<file path="src/rtl/aes_cmd_sequencer_if.sv">
// Command/result bundle between the execute stage, the AES command sequencer
// and the AES core.
interface aes_cmd_sequencer_if #(
  parameter int DATA_W  = 16,
  parameter int BLOCK_W = 128
);
  logic               cmd_valid_i;
  logic [1:0]         cmd_op_i;
  logic               cmd_sel_i;
  logic [DATA_W-1:0]  cmd_wdata_i;
  logic               stall_o;
  logic [DATA_W-1:0]  rdata_o;
  logic               rdata_valid_o;
  logic               err_o;
  logic               aes_start_o;
  logic [BLOCK_W-1:0] aes_key_o;
  logic [BLOCK_W-1:0] aes_data_o;
  logic               aes_done_i;
  logic [BLOCK_W-1:0] aes_result_i;
  logic               busy_o;
  logic               result_ready_o;

  // Pipeline/AES-core side: issues commands, returns the core's completion.
  modport master (
    output cmd_valid_i, cmd_op_i, cmd_sel_i, cmd_wdata_i, aes_done_i, aes_result_i,
    input  stall_o, rdata_o, rdata_valid_o, err_o, aes_start_o, aes_key_o,
           aes_data_o, busy_o, result_ready_o
  );

  // Sequencer side.
  modport slave (
    input  cmd_valid_i, cmd_op_i, cmd_sel_i, cmd_wdata_i, aes_done_i, aes_result_i,
    output stall_o, rdata_o, rdata_valid_o, err_o, aes_start_o, aes_key_o,
           aes_data_o, busy_o, result_ready_o
  );
endinterface

</file>
<file path="src/rtl/aes_cmd_sequencer.sv">
// AES command sequencer: packs FILL words into key/data blocks, launches the
// core on ISSUE, stalls while it runs, and returns the result word by word on FETCH.
module aes_cmd_sequencer #(
  parameter int DATA_W  = 16,
  parameter int BLOCK_W = 128
) (
  input logic                clk,
  input logic                reset,
  aes_cmd_sequencer_if.slave bus
);
  localparam int NWORDS = BLOCK_W / DATA_W;
  localparam int PW     = (NWORDS > 1) ? $clog2(NWORDS) : 1;

  localparam logic [1:0] OP_FILL  = 2'b01;
  localparam logic [1:0] OP_ISSUE = 2'b10;
  localparam logic [1:0] OP_FETCH = 2'b11;

  typedef enum logic [1:0] {IDLE, RUN, DONE} state_t;

  state_t            state_reg, state_next;
  logic [DATA_W-1:0] key_word_reg  [NWORDS];
  logic [DATA_W-1:0] data_word_reg [NWORDS];
  logic [DATA_W-1:0] res_word_reg  [NWORDS];
  logic [PW-1:0]     key_ptr_reg, data_ptr_reg, fetch_ptr_reg;
  logic [DATA_W-1:0] rdata_reg, rdata_next;
  logic              rdata_valid_reg, rdata_valid_next;
  logic              err_reg, err_next;
  logic              start_reg, start_next;

  logic cmd_active, stall, accept;
  logic do_fill, do_issue, do_fetch, fill_key, fill_data, capture;

  function automatic logic [PW-1:0] ptr_inc(input logic [PW-1:0] p);
    return (p == PW'(NWORDS - 1)) ? '0 : p + 1'b1;
  endfunction

  assign cmd_active = bus.cmd_valid_i && (bus.cmd_op_i != 2'b00);
  // Every AES command is held off while the core runs, even in the done cycle.
  assign stall      = cmd_active && (state_reg == RUN);
  assign accept     = cmd_active && !stall;
  assign do_fill    = accept && (bus.cmd_op_i == OP_FILL);
  assign do_issue   = accept && (bus.cmd_op_i == OP_ISSUE);
  assign do_fetch   = accept && (bus.cmd_op_i == OP_FETCH);
  assign fill_key   = do_fill && bus.cmd_sel_i;
  assign fill_data  = do_fill && !bus.cmd_sel_i;
  assign capture    = (state_reg == RUN) && bus.aes_done_i;

  always_ff @(posedge clk) begin
    if (reset) begin
      state_reg       <= IDLE;
      rdata_reg       <= '0;
      rdata_valid_reg <= 1'b0;
      err_reg         <= 1'b0;
      start_reg       <= 1'b0;
    end else begin
      state_reg       <= state_next;
      rdata_reg       <= rdata_next;
      rdata_valid_reg <= rdata_valid_next;
      err_reg         <= err_next;
      start_reg       <= start_next;
    end
  end

  always_comb begin
    state_next       = state_reg;
    rdata_next       = rdata_reg;
    rdata_valid_next = 1'b0;
    err_next         = 1'b0;
    start_next       = do_issue;
    case (state_reg)
      IDLE: begin
        if (do_issue) state_next = RUN;
        if (do_fetch) begin
          rdata_next       = '0;
          rdata_valid_next = 1'b1;
          err_next         = 1'b1;
        end
      end
      RUN: begin
        if (bus.aes_done_i) state_next = DONE;
      end
      DONE: begin
        if (do_issue) state_next = RUN;
        if (do_fetch) begin
          rdata_next       = res_word_reg[fetch_ptr_reg];
          rdata_valid_next = 1'b1;
        end
      end
      default: state_next = IDLE;
    endcase
  end

  always_ff @(posedge clk) begin
    if (reset) begin
      key_ptr_reg   <= '0;
      data_ptr_reg  <= '0;
      fetch_ptr_reg <= '0;
    end else if (do_issue) begin
      key_ptr_reg   <= '0;
      data_ptr_reg  <= '0;
      fetch_ptr_reg <= '0;
    end else begin
      if (fill_key)  key_ptr_reg  <= ptr_inc(key_ptr_reg);
      if (fill_data) data_ptr_reg <= ptr_inc(data_ptr_reg);
      if (do_fetch && state_reg == DONE) fetch_ptr_reg <= ptr_inc(fetch_ptr_reg);
    end
  end

  // Word 0 occupies the least significant DATA_W bits of each block.
  for (genvar gi = 0; gi < NWORDS; gi++) begin : g_word
    always_ff @(posedge clk) begin
      if (reset) begin
        key_word_reg[gi]  <= '0;
        data_word_reg[gi] <= '0;
        res_word_reg[gi]  <= '0;
      end else begin
        if (fill_key && key_ptr_reg == PW'(gi))   key_word_reg[gi]  <= bus.cmd_wdata_i;
        if (fill_data && data_ptr_reg == PW'(gi)) data_word_reg[gi] <= bus.cmd_wdata_i;
        if (capture) res_word_reg[gi] <= bus.aes_result_i[gi*DATA_W +: DATA_W];
      end
    end
    assign bus.aes_key_o[gi*DATA_W +: DATA_W]  = key_word_reg[gi];
    assign bus.aes_data_o[gi*DATA_W +: DATA_W] = data_word_reg[gi];
  end

  assign bus.stall_o        = stall;
  assign bus.rdata_o        = rdata_reg;
  assign bus.rdata_valid_o  = rdata_valid_reg;
  assign bus.err_o          = err_reg;
  assign bus.aes_start_o    = start_reg;
  assign bus.busy_o         = (state_reg == RUN);
  assign bus.result_ready_o = (state_reg == DONE);
endmodule

</file>
<file path="src/flat_wrapper.sv">
// flat-port wrapper written by rule: the top's interface ports become plain ports
module aes_cmd_sequencer_flat 
#(
  parameter int DATA_W  = 16,
  parameter int BLOCK_W = 128
)
  (clk, reset, bus_cmd_valid_i, bus_cmd_op_i, bus_cmd_sel_i, bus_cmd_wdata_i, bus_aes_done_i, bus_aes_result_i, bus_stall_o, bus_rdata_o, bus_rdata_valid_o, bus_err_o, bus_aes_start_o, bus_aes_key_o, bus_aes_data_o, bus_busy_o, bus_result_ready_o);
  aes_cmd_sequencer_if #(.DATA_W(DATA_W), .BLOCK_W(BLOCK_W)) bus_i ();
  input logic clk;
  input logic reset;
  input wire logic [$bits(bus_i.cmd_valid_i)-1:0] bus_cmd_valid_i;
  input wire logic [$bits(bus_i.cmd_op_i)-1:0] bus_cmd_op_i;
  input wire logic [$bits(bus_i.cmd_sel_i)-1:0] bus_cmd_sel_i;
  input wire logic [$bits(bus_i.cmd_wdata_i)-1:0] bus_cmd_wdata_i;
  input wire logic [$bits(bus_i.aes_done_i)-1:0] bus_aes_done_i;
  input wire logic [$bits(bus_i.aes_result_i)-1:0] bus_aes_result_i;
  output wire logic [$bits(bus_i.stall_o)-1:0] bus_stall_o;
  output wire logic [$bits(bus_i.rdata_o)-1:0] bus_rdata_o;
  output wire logic [$bits(bus_i.rdata_valid_o)-1:0] bus_rdata_valid_o;
  output wire logic [$bits(bus_i.err_o)-1:0] bus_err_o;
  output wire logic [$bits(bus_i.aes_start_o)-1:0] bus_aes_start_o;
  output wire logic [$bits(bus_i.aes_key_o)-1:0] bus_aes_key_o;
  output wire logic [$bits(bus_i.aes_data_o)-1:0] bus_aes_data_o;
  output wire logic [$bits(bus_i.busy_o)-1:0] bus_busy_o;
  output wire logic [$bits(bus_i.result_ready_o)-1:0] bus_result_ready_o;
  assign bus_i.cmd_valid_i = bus_cmd_valid_i;
  assign bus_i.cmd_op_i = bus_cmd_op_i;
  assign bus_i.cmd_sel_i = bus_cmd_sel_i;
  assign bus_i.cmd_wdata_i = bus_cmd_wdata_i;
  assign bus_i.aes_done_i = bus_aes_done_i;
  assign bus_i.aes_result_i = bus_aes_result_i;
  assign bus_stall_o = bus_i.stall_o;
  assign bus_rdata_o = bus_i.rdata_o;
  assign bus_rdata_valid_o = bus_i.rdata_valid_o;
  assign bus_err_o = bus_i.err_o;
  assign bus_aes_start_o = bus_i.aes_start_o;
  assign bus_aes_key_o = bus_i.aes_key_o;
  assign bus_aes_data_o = bus_i.aes_data_o;
  assign bus_busy_o = bus_i.busy_o;
  assign bus_result_ready_o = bus_i.result_ready_o;
  aes_cmd_sequencer #(.DATA_W(DATA_W), .BLOCK_W(BLOCK_W)) u_core (.clk(clk), .reset(reset), .bus(bus_i));
endmodule
</file>
<file path="config.mk">
export PLATFORM = sky130hd
export DESIGN_NAME = aes_cmd_sequencer_flat
export DESIGN_NICKNAME = d
export VERILOG_FILES = /design/src/rtl/aes_cmd_sequencer_if.sv /design/src/rtl/aes_cmd_sequencer.sv /design/src/flat_wrapper.sv
export SDC_FILE = /design/constraint.sdc
export NUM_CORES = 1
export LEC_CHECK = 0
export ABC_CLOCK_PERIOD_IN_PS = 13350
export BUFFER_PORTS_ARGS = -buffer_cell sky130_fd_sc_hd__clkbuf_2
export CAP_MARGIN = 5
export CORE_MARGIN = 2
export CORE_UTILIZATION = 25
export DETAILED_ROUTE_END_ITERATION = 16
export SLEW_MARGIN = 40
export SYNTH_ARGS = -nofsm -noshare
export SYNTH_HDL_FRONTEND = slang
export SYNTH_SLANG_ARGS = --single-unit
</file>
<file path="constraint.sdc">
create_clock -name clk -period 13.35 [get_ports clk]
set_input_delay 3.3375 -clock clk [delete_from_list [all_inputs] [get_ports clk]]
set_output_delay 3.3375 -clock clk [all_outputs]
set_load 0.005 [all_outputs]
</file>
### Yosys cells after proc, flatten, opt, wreduce, memory -nomap -nowiden

Memory sizes are Yosys's and may differ from the RTL's. A register that Yosys moved wholly into a read port is not among the register bits.
Cells that the tools add are included.

| storage, ports and cells | value |
|---|---|
| register bits after elaboration | 30 |
| bits in writable memories | 384 |
| input bits | 151 |
| output and inout bits | 278 |
| word-level logic and storage cells | 192 |
| memories kept | 3 |

| operators by class | value |
|---|---|
| $add $sub $neg | 3 |
| equal/unequal tests | 24 |
| multiplexer cells | 89 |
| bitwise logic cells | 26 |
| reductions and logical operators | 39 |

Memory list:

| name | words | width | read ports | clocked after Yosys merged registers in | write ports | line | text |
|---|---|---|---|---|---|---|---|
| u_core.data_word_reg | 8 | 16 | 8 | 0 | 8 | aes_cmd_sequencer.sv:22 | `logic [DATA_W-1:0] data_word_reg [NWORDS];` |
| u_core.key_word_reg | 8 | 16 | 8 | 0 | 8 | aes_cmd_sequencer.sv:21 | `logic [DATA_W-1:0] key_word_reg [NWORDS];` |
| u_core.res_word_reg | 8 | 16 | 1 | 1 | 8 | aes_cmd_sequencer.sv:23 | `logic [DATA_W-1:0] res_word_reg [NWORDS];` |

Operators by type and width:

| operator | count |
|---|---|
| 16-bit two-way mux | 26 |
| 1-bit two-way mux | 54 |
| 16-bit case mux with 2 select lines | 1 |
| 3-bit equality test (second input constant) | 9 |
| 1-bit logical AND | 26 |
| 1-bit bitwise OR | 24 |
| 3-bit two-way mux | 5 |
| 3-bit by 2-bit equality test with 1-bit output (second input constant) | 4 |
| 3-bit by 1-bit adder with 3-bit output (second input constant) | 3 |
| 2-bit OR reduction | 4 |
| 2-bit equality test (second input constant) | 3 |
| 3-bit by 1-bit equality test with 1-bit output (second input constant) | 2 |
| 3-bit zero test | 2 |
| 2-bit by 1-bit != test with 1-bit output (second input constant) | 3 |
| 2-bit by 1-bit equality test with 1-bit output (second input constant) | 2 |
| 2-bit two-way mux | 2 |
| 2-bit case mux with 2 select lines | 1 |
| 2-bit nonzero test | 2 |
| 3-bit AND reduction | 1 |
| 1-bit zero test | 2 |
| 2-bit zero test | 1 |
| 2-bit != test (second input constant) | 1 |
| 1-bit NOT | 2 |
| 2-bit AND reduction | 1 |

### Logic depth before layout (Yosys ltp)

Gate-level depths: netlist (run 1).

| logic depth | value |
|---|---|
| word-level depth | 12 |
| depth in mapped cells | 7 |
| mapped depth without buffers | 5 |

### Worst setup path after synthesis (run 1)

No wires, ideal clock.

| timing | value |
|---|---|
| path kind | input to register |
| start | input reset |
| end | memory u_core.res_word_reg[0][0] (enable) |
| library setup time | 0.509 ns |
| arrival time | 7.336 ns |
| required time | 12.841 ns |
| slack | 5.505 ns |
| stages on the path | 4 |
| buffers on the path | 3 |
| path through | clkbuf_1 > buf_4 > clkbuf_1 > nand2b_1 |

RTL lines:

| element | line | text |
|---|---|---|
| start, declared | flat_wrapper.sv:10 | `input logic reset;` |
| end, declared | aes_cmd_sequencer.sv:23 |  |

### Final worst setup path (run 1)

| timing | value |
|---|---|
| start | input bus_cmd_op_i[1] |
| end | output bus_stall_o |

| between the ends | value |
|---|---|
| longest elaborated chain between the ends | 3 |

Ends and longest elaborated chain:

| element | line | text |
|---|---|---|
| start, declared | flat_wrapper.sv:12 | `input wire logic [$bits(bus_i.cmd_op_i)-1:0] bus_cmd_op_i;` |
| 2-bit nonzero test | aes_cmd_sequencer.sv:37 | `assign cmd_active = bus.cmd_valid_i && (bus.cmd_op_i != 2'b00);` |
| 1-bit logical AND | aes_cmd_sequencer.sv:37 |  |
| 1-bit logical AND | aes_cmd_sequencer.sv:39 | `assign stall = cmd_active && (state_reg == RUN);` |
| end, declared | flat_wrapper.sv:17 | `output wire logic [$bits(bus_i.stall_o)-1:0] bus_stall_o;` |

Every way passes these cells.

==> results of run 1 <==
==> final cells by class <==
| class | count | area, sq um | area share |
|---|---|---|---|
| flip-flops and latches | 417 | 12200 | 0.572 |
| multi-input cells | 622 | 4250 | 0.200 |
| repair buffers | 444 | 2330 | 0.109 |
| clock buffers | 64 | 1280 | 0.0600 |
| well taps | 873 | 1090 | 0.0512 |
| clock inverters | 19 | 130 | 0.00610 |
| inverters | 9 | 36.3 | 0.00170 |
| diodes | 1 | 2.50 | 0.000117 |
==> worst max-delay path, cell delays in order <==
cell and delay [ps]:
sky130_fd_sc_hd__clkbuf_2 120, sky130_fd_sc_hd__o21ai_0 180, sky130_fd_sc_hd__nor2_1 60, sky130_fd_sc_hd__clkbuf_2 110
==> layout by cell type, fill, tap and decap left out, types with 3 or more instances in the layout <==
cell type / n
sky130_fd_sc_hd__a31o_2: 6
sky130_fd_sc_hd__nand2b_1: 17
sky130_fd_sc_hd__clkinv_2: 6
sky130_fd_sc_hd__clkbuf_2: 428
sky130_fd_sc_hd__buf_4: 8
sky130_fd_sc_hd__a22oi_1: 16
sky130_fd_sc_hd__nand2_1: 40
sky130_fd_sc_hd__inv_1: 8
sky130_fd_sc_hd__or3_1: 3
sky130_fd_sc_hd__clkinv_1: 8
sky130_fd_sc_hd__nor3_4: 3
sky130_fd_sc_hd__clkbuf_8: 6
sky130_fd_sc_hd__buf_12: 4
sky130_fd_sc_hd__buf_6: 4
sky130_fd_sc_hd__ha_1: 8
sky130_fd_sc_hd__and2_1: 193
sky130_fd_sc_hd__a21o_1: 10
sky130_fd_sc_hd__clkbuf_1: 12
sky130_fd_sc_hd__and3_1: 124
sky130_fd_sc_hd__mux2i_1: 35
sky130_fd_sc_hd__clkbuf_16: 46
sky130_fd_sc_hd__mux4_2: 16
sky130_fd_sc_hd__nor2_1: 97
sky130_fd_sc_hd__edfxtp_1: 384
sky130_fd_sc_hd__dfxtp_1: 31
sky130_fd_sc_hd__a21oi_1: 4
sky130_fd_sc_hd__a32oi_1: 16
sky130_fd_sc_hd__ha_2: 6
==> report_power, final <==
group	switching (mW)	internal [mW]	leakage [nW]
sequential	0.0161	1.47	4.24
clock	0.501	0.686	0.686
combinational	0.0928	0.0499	3.95
total	0.610	2.21	8.88
==> logic make-up (layout without fill, tap and decap cells) <==
logic type	Yosys count	after routing
AOI/OAI and AO/OA	57	57
adders and majority gates	14	14
buffers and inverters	100	536
DFF	417	417
muxes	51	51
other	0	1
and+or+nand+nor	500	500
==> how the worst max path moves through the flow <==
stage	to	start	slack (ps)
final	bus_stall_o	bus_cmd_op_i[1]	6200
after global routing	bus_stall_o	bus_cmd_op_i[1]	6120
after CTS	bus_stall_o	bus_cmd_op_i[1]	6200
after detailed placement	bus_stall_o	bus_cmd_op_i[1]	6210
after global placement	bus_stall_o	bus_cmd_op_i[1]	6190
after floorplan	u_core.res_word_reg[0][0]$_SDFFCE_PN0P_	reset	5500
==> layer usage <==
layer,GRT usage,vias to the layer above
li1,-,4926
met1,0.169,5239
met2,0.222,519
met3,0.0351,89
met4,0.0439,2
met5,0,-
==> impl_metrics.json, run 1 <==
{
  "run_status": "finished clean",
  "synth-edff-count": 384,
  "cellLeakagePower_nw": 8.88,
  "routability_cong": 0.759,
  "final_design_area_no_fill_sq_um": 21300,
  "synth_top_family_by_area": "simple AND/OR/NAND/NOR gates",
  "timing_worst_slew_pin_value_ps": 803,
  "number_of_cells_after_detailed_placement": 2362,
  "cts_tree": "built",
  "vias": 10800,
  "cts_htree_levels": 2,
  "die_ht_microns": 264,
  "setup_tns_ps": 0,
  "synth-seq-area-share": 0.723,
  "synth.largest_area_cell": "sky130_fd_sc_hd__edfxtp_1",
  "final_nets": 1704,
  "grt_pass1_vias": 10600,
  "final_cell_count_without_fillers": 2449,
  "dieWidth_microns": 264,
  "synth_seq_cells": 417,
  "average_instance_area_after_synthesis_sq_um": 14.8,
  "post_dp_cell_area_sq_um": 19800,
  "timing.fmax_mhz": 140,
  "cap_viol_max_count": 0,
  "pwr_density_cell_nw_per_um2": 132,
  "grt_start_max_net_pins": 129,
  "unrepaired_setup_endpoints_after_global_routing": "no",
  "setup_ws_ps": 6200,
  "synthAdderAreaFrac": 0.0104,
  "p_total_mw": 2.82,
  "pre_cts_slack_ps": 6210,
  "netlist.area_leader.share": 0.684,
  "synth.cells.most_frequent": "sky130_fd_sc_hd__edfxtp_1 (384), sky130_fd_sc_hd__and2_1 (193), sky130_fd_sc_hd__and3_1 (124)",
  "min_period_ps": 7150,
  "ir_drop_mv": 0.0694,
  "fraction_of_synthesized_cell_area_in_xor_and_xnor_cells": 0,
  "cts.repair_timing.setup_buffer_count": 0,
  "start_kind": "input port",
  "clockRootBuffer": "sky130_fd_sc_hd__clkbuf_16",
  "synthFlopType": "sky130_fd_sc_hd__edfxtp_1",
  "area_delta_synth_final_pct": 26.5,
  "wl_per_cell_microns": 19.6,
  "synth.mux.area_fraction": 0.0422,
  "wirelength_met1_mm": 19.9,
  "worst-endpoint-arrival_ps": 3810,
  "clock_latency_ps": 550,
  "cts.sink_count": 417,
  "postSynthNetCount": 1304,
  "path_max_fanout": 5,
  "synthesis.area_sq_um": 16900,
  "setup_slack_reg_to_reg_ps": 10900,
  "die_area_sq_um": 69500,
  "cts-buffers-inserted": 45,
  "final.period_utilization": 0.536,
  "maxUsedRoutingLayer": "met5",
  "required_ps": 10010,
  "worstReg2RegEnd": "u_core.data_word_reg[0][43]$_SDFFCE_PN0P_",
  "reg2regPathDepth": 5,
  "cts-hold-fix-buffers": 0,
  "drive_above_1_share": 0.354,
  "detail_routed_via_count_per_cell": 4.40,
  "detail_route.wirelength_mm": 47.9,
  "hold-path-cell-count": 1,
  "min-delay-start": "u_core.state_reg[1]$_SDFFE_PP0P_",
  "yosys_warnings": 0,
  "met2WireLength_mm": 22.8,
  "final.setup_skew_ps": 15.1,
  "max-slew-margin-rel": 0.465,
  "boundaryPins": 429,
  "first_pass_iters": 5,
  "timing.setup.critical_path_class": "in2out",
  "layout.core_utilization": 0.319,
  "min_hold_slack_ps": 477,
  "worstSetupEndpointType": "output port",
  "dp_hpwl_mm": 33.8,
  "antenna_found_initial": 3,
  "post-route-drc-count": 0,
  "ys_top_cells_by_area": "sky130_fd_sc_hd__edfxtp_1 (68%), sky130_fd_sc_hd__and2_1 (7.2%), sky130_fd_sc_hd__and3_1 (4.6%)",
  "maxSlewViolCount": 0,
  "synth_compound_gate_area_share": 0.0264,
  "drtIter0Drc": 976,
  "finalHoldViolations": 0,
  "synth_cells": 1139,
  "synth-simple-area-share": 0.170,
  "whs_endpoint": "u_core.bus.err_o$_SDFF_PP0_",
  "hold_path_class": "reg2reg",
  "fp-row-count": 95,
  "clk_pin_slew_worst_paths_ps": 60,
  "starting_density": 0.252,
  "drt.antenna.violating_nets": 0,
  "clock_path_buffers": 3,
  "yosysUniqueCellTypes": 43,
  "route.met3.wl_mm": 3.81,
  "design.core.area_sq_um": 66900,
  "synthArstFlopShare": 0,
  "final-setup-viol-count": 0,
  "timing.rr.start": "u_core.state_reg[1]$_SDFFE_PP0P_",
  "global_route_wire_length_before_repair_mm": 69.7,
  "postCtsResizedCells": 0,
  "final.fill_count": 6618,
  "yosysMostFrequentCell": "sky130_fd_sc_hd__edfxtp_1",
  "track_usage": 0.134,
  "overflow": 0,
  "port_buffers": 428
}
Power figures use the tool's default switching activity.
==> inputs of run 2 (changes only) <==
--- a/config.mk
+++ b/config.mk
@@ -5,7 +5,8 @@
 export SDC_FILE = /design/constraint.sdc
 export NUM_CORES = 1
 export LEC_CHECK = 0
-export ABC_CLOCK_PERIOD_IN_PS = 13350
+export ABC_AREA = 1
+export ABC_CLOCK_PERIOD_IN_PS = 6700
 export BUFFER_PORTS_ARGS = -buffer_cell sky130_fd_sc_hd__clkbuf_2
 export CAP_MARGIN = 5
 export CORE_MARGIN = 2
==> constraint.sdc (replaced) <==
create_clock -name clk -period 6.7 [get_ports clk]
set_input_delay 1.675 -clock clk [delete_from_list [all_inputs] [get_ports clk]]
set_output_delay 1.675 -clock clk [all_outputs]
set_load 0.005 [all_outputs]
==> impl_metrics.json, run 2 <==
{
  "run_status": "finished clean",
  "drt.antenna.violating_nets": 0,
  "routability_cong": 0.822,
  "finalHoldViolations": 0,
  "dieWidth_microns": 266,
  "synth_cells": 1545,
  "yosys_warnings": 0,
  "hold_path_class": "reg2reg",
  "grt_pass1_vias": 11700,
  "required_ps": 5030,
  "setup_slack_reg_to_reg_ps": 4160,
  "maxSlewViolCount": 0,
  "area_delta_synth_final_pct": 26.1,
  "synth-edff-count": 384,
  "worst-endpoint-arrival_ps": 2230,
  "synthArstFlopShare": 0,
  "hold-path-cell-count": 2,
  "fp-row-count": 96,
  "p_total_mw": 5.78,
  "layout.core_utilization": 0.317,
  "starting_density": 0.252,
  "final.setup_skew_ps": 14.3,
  "synth.cells.most_frequent": "sky130_fd_sc_hd__edfxtp_1 (384), sky130_fd_sc_hd__nor2_1 (374), sky130_fd_sc_hd__inv_1 (260)",
  "number_of_cells_after_detailed_placement": 2790,
  "postCtsResizedCells": 0,
  "yosysUniqueCellTypes": 27,
  "synth-seq-area-share": 0.709,
  "final.period_utilization": 0.582,
  "cts-buffers-inserted": 46,
  "cts_htree_levels": 2,
  "global_route_wire_length_before_repair_mm": 72.8,
  "detail_routed_via_count_per_cell": 4.23,
  "worstSetupEndpointType": "output port",
  "clock_latency_ps": 570,
  "setup_tns_ps": 0,
  "port_buffers": 428,
  "ys_top_cells_by_area": "sky130_fd_sc_hd__edfxtp_1 (67%), sky130_fd_sc_hd__nor2_1 (8.2%), sky130_fd_sc_hd__inv_1 (5.7%)",
  "boundaryPins": 429,
  "postSynthNetCount": 1710,
  "final-setup-viol-count": 0,
  "cts.repair_timing.setup_buffer_count": 0,
  "die_ht_microns": 266,
  "timing.fmax_mhz": 256,
  "final_cell_count_without_fillers": 2874,
  "final_nets": 2121,
  "clk_pin_slew_worst_paths_ps": 60,
  "synth.largest_area_cell": "sky130_fd_sc_hd__edfxtp_1",
  "max-slew-margin-rel": 0.443,
  "yosysMostFrequentCell": "sky130_fd_sc_hd__edfxtp_1",
  "antenna_found_initial": 0,
  "worstSetupStartpoint": "bus_cmd_valid_i",
  "design.core.area_sq_um": 68300,
  "cap_viol_max_count": 0,
  "unrepaired_setup_endpoints_after_global_routing": "no",
  "synthesis.area_sq_um": 17200,
  "reg2regPathDepth": 6,
  "min_hold_slack_ps": 471,
  "average_instance_area_after_synthesis_sq_um": 11.1,
  "die_area_sq_um": 70900,
  "cts.sink_count": 417,
  "overflow": 0,
  "start_kind": "input port",
  "min-delay-start": "u_core.bus.rdata_o[11]$_SDFFE_PP0P_",
  "pwr_density_cell_nw_per_um2": 267,
  "timing.setup.critical_path_class": "in2out",
  "wl_per_cell_microns": 17.2,
  "dp_hpwl_mm": 35.0,
  "cts_tree": "built",
  "worstReg2RegEnd": "u_core.key_word_reg[1][46]$_SDFFCE_PN0P_",
  "vias": 12200,
  "cts-hold-fix-buffers": 0,
  "post-route-drc-count": 0,
  "cellLeakagePower_nw": 9.81,
  "drive_above_1_share": 0.291,
  "mostFrequentLayoutCell": "sky130_fd_sc_hd__clkbuf_2",
  "synthFlopType": "sky130_fd_sc_hd__edfxtp_1",
  "ir_drop_mv": 0.157,
  "whs_endpoint": "u_core.bus.rdata_o[11]$_SDFFE_PP0P_",
  "drtIter0Drc": 1058,
  "synth_seq_cells": 417,
  "timing_worst_slew_pin_value_ps": 834,
  "clock_path_buffers": 3,
  "path_max_fanout": 5,
  "clockRootBuffer": "sky130_fd_sc_hd__clkbuf_16",
  "first_pass_iters": 5,
  "timing.rr.start": "u_core.state_reg[1]$_SDFFE_PP0P_",
  "netlist.area_leader.share": 0.670,
  "grt_start_max_net_pins": 85,
  "detail_route.wirelength_mm": 49.5,
  "track_usage": 0.135,
  "min_period_ps": 3900,
  "most-common-layout-cells": "sky130_fd_sc_hd__clkbuf_2 (428), sky130_fd_sc_hd__edfxtp_1 (384), sky130_fd_sc_hd__nor2_1 (374)"
}
-- run 2: final cells by class --
cell class / count / area [sq um]
antenna: 1 / 2.50
clock inverter: 29 / 284
multi-input combinational: 783 / 3600
fill: 6954 / 46700
sequential: 417 / 12200
tap: 882 / 1100
inverter: 263 / 990
clock buffer: 54 / 1190
timing repair buffer: 445 / 2310
-- run 2: worst max-delay path, stage by stage --
cell and delay [ps]:
sky130_fd_sc_hd__clkbuf_2 150, sky130_fd_sc_hd__nand2_1 100, sky130_fd_sc_hd__a21oi_1 160, sky130_fd_sc_hd__clkbuf_2 140
-- run 2: layer usage --
layer  track usage  vias to the layer above  share of wire
met3        0.0262                       91          0.069
met1         0.173                     5789           0.42
met2         0.231                      531           0.48
li1              -                     5756              -
met4        0.0407                        0          0.028
met5             0                        -              0
-- run 2: power breakdown --
part | internal (mW) | total, mW | switching (mW) | leakage [nW]
sequential | 2.93 | 2.97 | 0.0345 | 4.24
combinational | 0.100 | 0.318 | 0.217 | 4.84
clock | 1.44 | 2.50 | 1.06 | 0.736
total | 4.47 | 5.78 | 1.32 | 9.81
-- run 2: how the worst max path moves through the flow --
stage                                                to  slack, ps  depth (start not counted)
6_report                                    bus_stall_o       2800                          4
5_1_grt                                     bus_stall_o       2790                          4
4_1_cts                                     bus_stall_o       2800                          4
3_5_place_dp   u_core.key_word_reg[0][27]$_SDFFCE_PN0P_       2700                          6
3_3_place_gp   u_core.res_word_reg[1][13]$_SDFFCE_PN0P_       2430                          5
2_1_floorplan   u_core.res_word_reg[0][0]$_SDFFCE_PN0P_       1100                          5
-- run 2: per-stage QoR --
| stage | worst slack [ps] | instance area, sq um |
|---|---|---|
| floorplan | 1100 | 17200 |
| global placement | 2430 | 20200 |
| detailed placement | 2700 | 20200 |
| CTS | 2800 | 21700 |
| global route | 2790 | 21700 |
| finish | 2800 | 21700 |
-- run 2: cell families (layout without fill, tap and decap cells) --
family	Yosys count	in the layout	share of synthesized area
simple gates	727	727	0.185
flops	417	417	0.709
buf+inv	345	791	0.0832
compound gates	42	42	0.0124
fa+ha+maj	14	14	0.0102
other cells	0	1	0
